--- src/rtl/count_watch.sv ---
// Count watcher: fires a one-cycle pulse when a free-running count first equals a latched compare value.
// Optional capture register enabled by defining COUNT_WATCH_CAPTURE_EN.
module count_watch #(
    parameter int unsigned WIDTH = 32,
    parameter int unsigned OVR_W = 8
) (
    input  logic             clock,
    input  logic             rst,
    input  logic [WIDTH-1:0] count,
    input  logic [WIDTH-1:0] cmp_val,
    input  logic             arm,
    input  logic             clear,
    output logic             match_pulse,
    output logic             match_flag,
    output logic             armed,
    output logic [WIDTH-1:0] capture,
    output logic             wrap_seen,
    output logic [OVR_W-1:0] overrun
);

    typedef enum logic [1:0] {S_IDLE, S_ARMED, S_HIT} state_t;

    state_t           r_state;
    state_t           w_next;
    logic [WIDTH-1:0] r_cmp;
    logic [WIDTH-1:0] r_prev;
    logic             r_eq;
    logic             r_prev_valid;
    logic             r_pulse;
    logic             r_flag;
    logic             r_armed;
    logic             r_wrap;
    logic [OVR_W-1:0] r_ovr;
    logic             w_eq;
    logic             w_event;
    logic             w_arm_go;
    logic             w_wrap;

    // A held count yields one event: r_eq remembers the previous sample already matched.
    assign w_eq     = (count == r_cmp);
    assign w_event  = w_eq && !r_eq && (r_state != S_IDLE);
    assign w_arm_go = (r_state == S_IDLE) && arm && !clear;
    assign w_wrap   = r_prev_valid && (count < r_prev);

    always_comb begin
        w_next = r_state;
        if (clear) begin
            w_next = S_IDLE;
        end else begin
            case (r_state)
                S_IDLE:  if (arm) w_next = S_ARMED;
                S_ARMED: if (w_event) w_next = S_HIT;
                S_HIT:   w_next = S_HIT;
                default: w_next = S_IDLE;
            endcase
        end
    end

    always_ff @(posedge clock or negedge rst) begin
        if (!rst) begin
            r_state <= S_IDLE;
            r_flag  <= 1'b0;
            r_armed <= 1'b0;
        end else begin
            r_state <= w_next;
            r_flag  <= (w_next == S_HIT);
            r_armed <= (w_next == S_ARMED);
        end
    end

    always_ff @(posedge clock or negedge rst) begin
        if (!rst) begin
            r_cmp        <= '0;
            r_eq         <= 1'b0;
            r_prev       <= '0;
            r_prev_valid <= 1'b0;
            r_pulse      <= 1'b0;
            r_wrap       <= 1'b0;
            r_ovr        <= '0;
        end else begin
            r_prev       <= count;
            r_prev_valid <= 1'b1;
            r_eq         <= w_arm_go ? 1'b0 : w_eq;
            if (w_arm_go) begin
                r_cmp <= cmp_val;
            end
            r_pulse <= !clear && (r_state == S_ARMED) && w_event;
            if (clear) begin
                r_wrap <= 1'b0;
                r_ovr  <= '0;
            end else begin
                if (w_wrap) begin
                    r_wrap <= 1'b1;
                end
                if ((r_state == S_HIT) && w_event && (r_ovr != '1)) begin
                    r_ovr <= r_ovr + {{(OVR_W-1){1'b0}}, 1'b1};
                end
            end
        end
    end

`ifdef COUNT_WATCH_CAPTURE_EN
    logic [WIDTH-1:0] r_capture;

    always_ff @(posedge clock or negedge rst) begin
        if (!rst) begin
            r_capture <= '0;
        end else if (clear) begin
            r_capture <= '0;
        end else if ((r_state == S_ARMED) && w_event) begin
            r_capture <= count;
        end
    end

    assign capture = r_capture;
`else
    assign capture = '0;
`endif

    assign match_pulse = r_pulse;
    assign match_flag  = r_flag;
    assign armed       = r_armed;
    assign wrap_seen   = r_wrap;
    assign overrun     = r_ovr;

endmodule

--- config.mk ---
export PLATFORM = sky130hd
export DESIGN_NAME = count_watch
export DESIGN_NICKNAME = d
export VERILOG_FILES = /design/src/rtl/count_watch.sv
export SDC_FILE = /design/constraint.sdc
export NUM_CORES = 1
export LEC_CHECK = 0
export ABC_CLOCK_PERIOD_IN_PS = 2900
export BUFFER_PORTS_ARGS = -buffer_cell sky130_fd_sc_hd__buf_2
export CORE_MARGIN = 10
export CORE_UTILIZATION = 35
export DETAILED_ROUTE_END_ITERATION = 10
export GPL_ROUTABILITY_DRIVEN = 0
export HOLD_SLACK_MARGIN = 0.12
export SYNTH_ARGS = -nofsm -noshare
export SYNTH_HDL_FRONTEND = slang
export SYNTH_SLANG_ARGS = --single-unit
--- constraint.sdc ---
create_clock -name clock -period 2.9 [get_ports clock]
set_input_delay 0.145 -clock clock [delete_from_list [all_inputs] [get_ports clock]]
set_output_delay 0.145 -clock clock [all_outputs]
set_load 0.01 [all_outputs]
Word-level counts from Yosys, hierarchy flattened
Cells that the tools add are included.

operators by class
  muxes and demuxes = 9
  eq/ne operators = 6
  add/sub/neg operators = 1
  reduce and logical (&&, ||, !) cells = 15
  order comparisons = 1

operator list
  kind                 count
  $eq 32x32->1         1
  $lt 32x32->1         1
  $mux 8               2
  $logic_and 1x1->1    9
  $add 8x1->8 const B  1
  $ne 8x8->1 const B   1
  $mux 2               3
  $pmux 2 s3           1
  $reduce_bool 2->1    3
  $eq 2x1->1 const B   2
  $eq 2x2->1 const B   2
  $mux 1               3
  $logic_not 1->1      2
  $logic_not 2->1      1

storage, ports and cells
  bits in registers = 80
  word-level logic and storage cells = 42
  input bits = 68
  output and inout port bits = 44

Logic depth before layout (Yosys ltp)
  word-level depth = 7
  mapped depth = 8
  mapped depth without buffers = 8

Worst setup path before layout
No wires, ideal clock.

  kind = flip-flop to flip-flop
  start = reg r_ovr[0], in the netlist overrun[0]
  end = reg r_ovr[6], in the netlist overrun[6]
  data required time = 2.775 ns
  clock period less this slack = 2.170 ns
  slack = 0.730 ns
  stages on the path, launching flop included = 8
  arrival time = 2.045 ns
  path buffers = 0
  library setup time = 0.125 ns
  cells stage by stage = dfrtp_1 > ha_1 > nand3_1 > o21bai_1 > or2_2 > or3_2 > nor3_1 > mux2_2

on the way
  word-level cells in the longest chain between the ends = 3
  elaborated cells on any way between the ends = 6
  those cells by class = add/sub (1); eq/ne (1); mux (2); reduce/logical (2)

ends and longest elaborated chain
  element                                             line    source
  from (decl)                                         33      logic [OVR_W-1:0] r_ovr;
  from (signal assigned)                              96      r_ovr <= r_ovr + {{(OVR_W-1){1'b0}}, 1'b1};
  $add 8x1->8 / $ne 8x8->1 (equally long branches)    96, 95
  $mux 8 / $logic_and 1x1->1 (equally long branches)  95      if ((r_state == S_HIT) && w_event && (r_ovr != '1)) begin
  $mux 8 / $reduce_bool 2->1 (equally long branches)  n/a

Several ways; a longest one is shown, not always the timed one. The select of a mux whose other input is x is not followed.
A chain may end at the register's enable or synchronous reset.

Worst setup path in the final report
  start = in count[27]
  end = reg r_ovr[6], in the netlist overrun[6]

on the way
  word-level cells in the longest chain between the ends = 6

ends and longest elaborated chain
  element                             line  source
  from (decl)                         9     input logic [WIDTH-1:0] count,
  $eq 32x32->1                        40    assign w_eq = (count == r_cmp);
  $logic_and 1x1->1 (2 in series)     41    assign w_event = w_eq && !r_eq && (r_state != S_IDLE);
  $logic_and 1x1->1 (2 in series)     95
  $reduce_bool 2->1 (no source line)  n/a

No other way between the ends.

==> impl_metrics.tcl <==
set metrics [dict create \
    portBuffers 79 \
    yosysMostFrequentCell "dfrtp_1" \
    fin_ws_ns 0.335 \
    via_per_inst 4.51 \
    cts-buffers-inserted 9 \
    syn-cell-area_um2 4120 \
    final_cell_area_um2 5530 \
    period_share 0.884 \
    fp.dieArea_um2 16500 \
    yosys-top-cells-count "80 x dfrtp_1, 33 x inv_1, 33 x mux2_2" \
    grt_start_max_net_pins 81 \
    wl_met1_um 4430 \
    antennaDiodeCount 0 \
    routed-via-count 2942 \
    comb_power_share 0.169 \
    num_rows 39 \
    power_frac_seq 0.433 \
    highest_layer "met4" \
    post-cts-setup-buffers 0 \
    drc 0 \
    postPlaceCellArea_um2 4570 \
    p_sw_mw 0.739 \
    finClkSkew_ns 0.00917 \
    cp_num_buf_inv 2 \
    cts_max_level 3 \
    drt_iter0_drc 65 \
    setup_viol 0 \
    switching_share 0.246 \
    crit_path_max_incr_delay_ns 0.57 \
    tns_ns 0 \
    final_hold_viol_count 0 \
    ys_async_sr_fraction 1.00 \
    grt_pass1_wl_um 16400 \
    ys_ff_latch 80 \
    powerDensity_nw_per_um2 542 \
    fillers 1069 \
    finalCriticalPeriod_ns 2.56 \
    leakage_nw 2.68 \
    cp.arrival_ns 2.78 \
    drive_gt1_frac 0.275 \
    cts.sinks 80 \
    multi_input_area_um2 1860 \
    synthTopCellsByArea "dfrtp_1 49%, ha_1 9.7%, mux2_2 9.0%" \
    critPathTopFamily "simple AND/OR/NAND/NOR gates" \
    ant_nets 0 \
    p_clk_frac 0.398 \
    die_w_um 129 \
    cp-start-kind "input pin" \
    clock_path_buffers 2 \
    ctsHoldBuffers 65 \
    intPower_mw 2.26 \
    grt_remaining_overflow 0 \
    seq_area_um2 2000 \
    die_h_um 129 \
    post_cts_resized 0 \
    wire_per_inst_um 15.3 \
    drtPass1Iterations 4 \
    ioPinCount 112 \
    cts_root_buffer "clkbuf_16" \
    yosysTopAreaCellShare 0.486 \
    synth_top_area_cell "dfrtp_1" \
    drv_cap 0 \
    endpoint_kind "flip-flop" \
    antenna_found_initial 0 \
    insertion_delay_ns 0.33 \
    tightestPinTransition_ns 1.03 \
    synth_edf_count 0 \
    hpwlAfterDp_um 7510 \
    slew_headroom 0.311 \
    grt_pass1_vias 3250 \
    start_util 0.359 \
    critPathSlowestCell "or3_2" \
    area_delta_synth_final_pct 34.3 \
    outcome "finished clean" \
    crit_required_ns 3.11 \
    slew_violations 0 \
    wl_met2_um 4690 \
    yosysWarnings 0 \
    cp_max_fo 7 \
    peakVddDrop_uv 390 \
    synth_ff_type "dfrtp_1" \
    grt_use_total 0.125 \
    cts_tree "done" \
    seq_area_frac_synth 0.486 \
    fmax_mhz 390 \
    core_um2 11500 \
    synth_cells 355 \
    synth_cell_types 40 \
    met3_length_um 740 \
    path_cells "dlygate4sd3_1, buf_2, xor2_1, nor4_2, nand4_2, or3_2, nor3_1, mux2_2" \
    syn_area_per_cell_um2 11.6 \
    clk_pin_slew_worst_paths_ns 0.06 \
    finalNetCount 606 \
    dpl_worst_slack_ns 0.430 \
    routed_wl_um 9980 \
    timing_worst_setup_path_type "in2reg" \
    grt_setup_unrepaired "no" \
    hold_class "in2reg" \
]
==> worst register-to-register path, stage by stage (launching register included) <==
cell and delay (ns):
dfrtp_1 0.39, xor2_1 0.19, nor4_2 0.43, nand4_2 0.25
or3_2 0.57, nor3_1 0.19, mux2_2 0.36
==> state kept, by name (all words and copies together), names as in the netlist <==
name	cells
match_pulse	1
wrap_seen	1
r_prev	32
r_state	2
r_eq	1
overrun	8
r_prev_valid	1
match_flag	1
armed	1
r_cmp	32
==> cell type report <==
type	count	area share
flip-flops and latches	80	0.362
multi-input cells	237	0.337
repair buffers	145	0.191
clock buffers	10	0.0432
well taps	143	0.0323
inverters	33	0.0224
clock inverters	4	0.0127
==> worst paths after layout <==
path / slack (ns) / from / depth (start not counted) / end
hold / removal: 0.13 / arm / 3 / r_state[0]
setup reg to reg: 0.41 / r_cmp[27] / 6 / overrun[6]
hold reg to reg: 0.53 / r_cmp[26] / 1 / r_cmp[26]
min in group asynchronous: 0.50 / rst / 2 / r_cmp[27]
max in group asynchronous: 1.70 / rst / 2 / overrun[6]
setup / recovery: 0.34 / count[27] / 8 / overrun[6]
==> power groups by stage <==
stage                     clock network, mW  registers (mW)  logic (mW)
final                                  1.19            1.30       0.507
after CTS                              1.22            1.30       0.516
after detailed placement                  0            1.32       0.445
after global placement                    0            1.31       0.434
after global routing                   1.27            1.31       0.572
after floorplan                           0            1.30       0.320
==> placed cells by master, fill, tap and decap left out, types with 2 or more instances in the layout <==
master,n
a21o_1,3
a21oi_1,14
buf_2,78
buf_4,2
bufinv_16,2
clkbuf_16,9
clkinv_2,2
conb_1,33
dfrtp_1,80
dlygate4sd3_1,65
ha_1,32
inv_1,33
mux2_2,33
nand2_1,10
nand2b_1,2
nand3_1,6
nand4_1,7
nor2_1,12
nor2b_1,5
nor3_1,4
nor3b_1,2
nor4_1,3
nor4_2,6
o21ai_0,8
o2bb2ai_1,2
or3_1,2
xnor2_1,5
xor2_1,32
==> metrics by stage <==
step                      cells   util  power (mW)  hold slack [ns]
after floorplan             386      -        1.62           -0.151
after global placement      573  0.399        1.75            0.298
after detailed placement    573  0.399        1.76            0.298
after CTS                   652  0.482        3.03            0.126
after global routing        652  0.482        3.16            0.177
final                       652  0.482        3.00            0.126
==> cells by family after synthesis <==
kind of cell,count (synthesis),synth area share
flip-flops,80,0.486
AND/OR/NAND/NOR,70,0.109
buffers and inverters,69,0.0920
XOR/XNOR,37,0.0787
multiplexers,33,0.0902
adder cells (fa/ha/maj),32,0.0972
AO/OA/AOI/OAI,32,0.0456
other,2,0.00182
==> routing by layer <==
metal	track usage	up-vias
li1	-	1444
met1	0.157	1398
met2	0.202	90
met3	0.0329	10
met4	0.0452	0
met5	0	-
(Power assumes the default switching activity.)
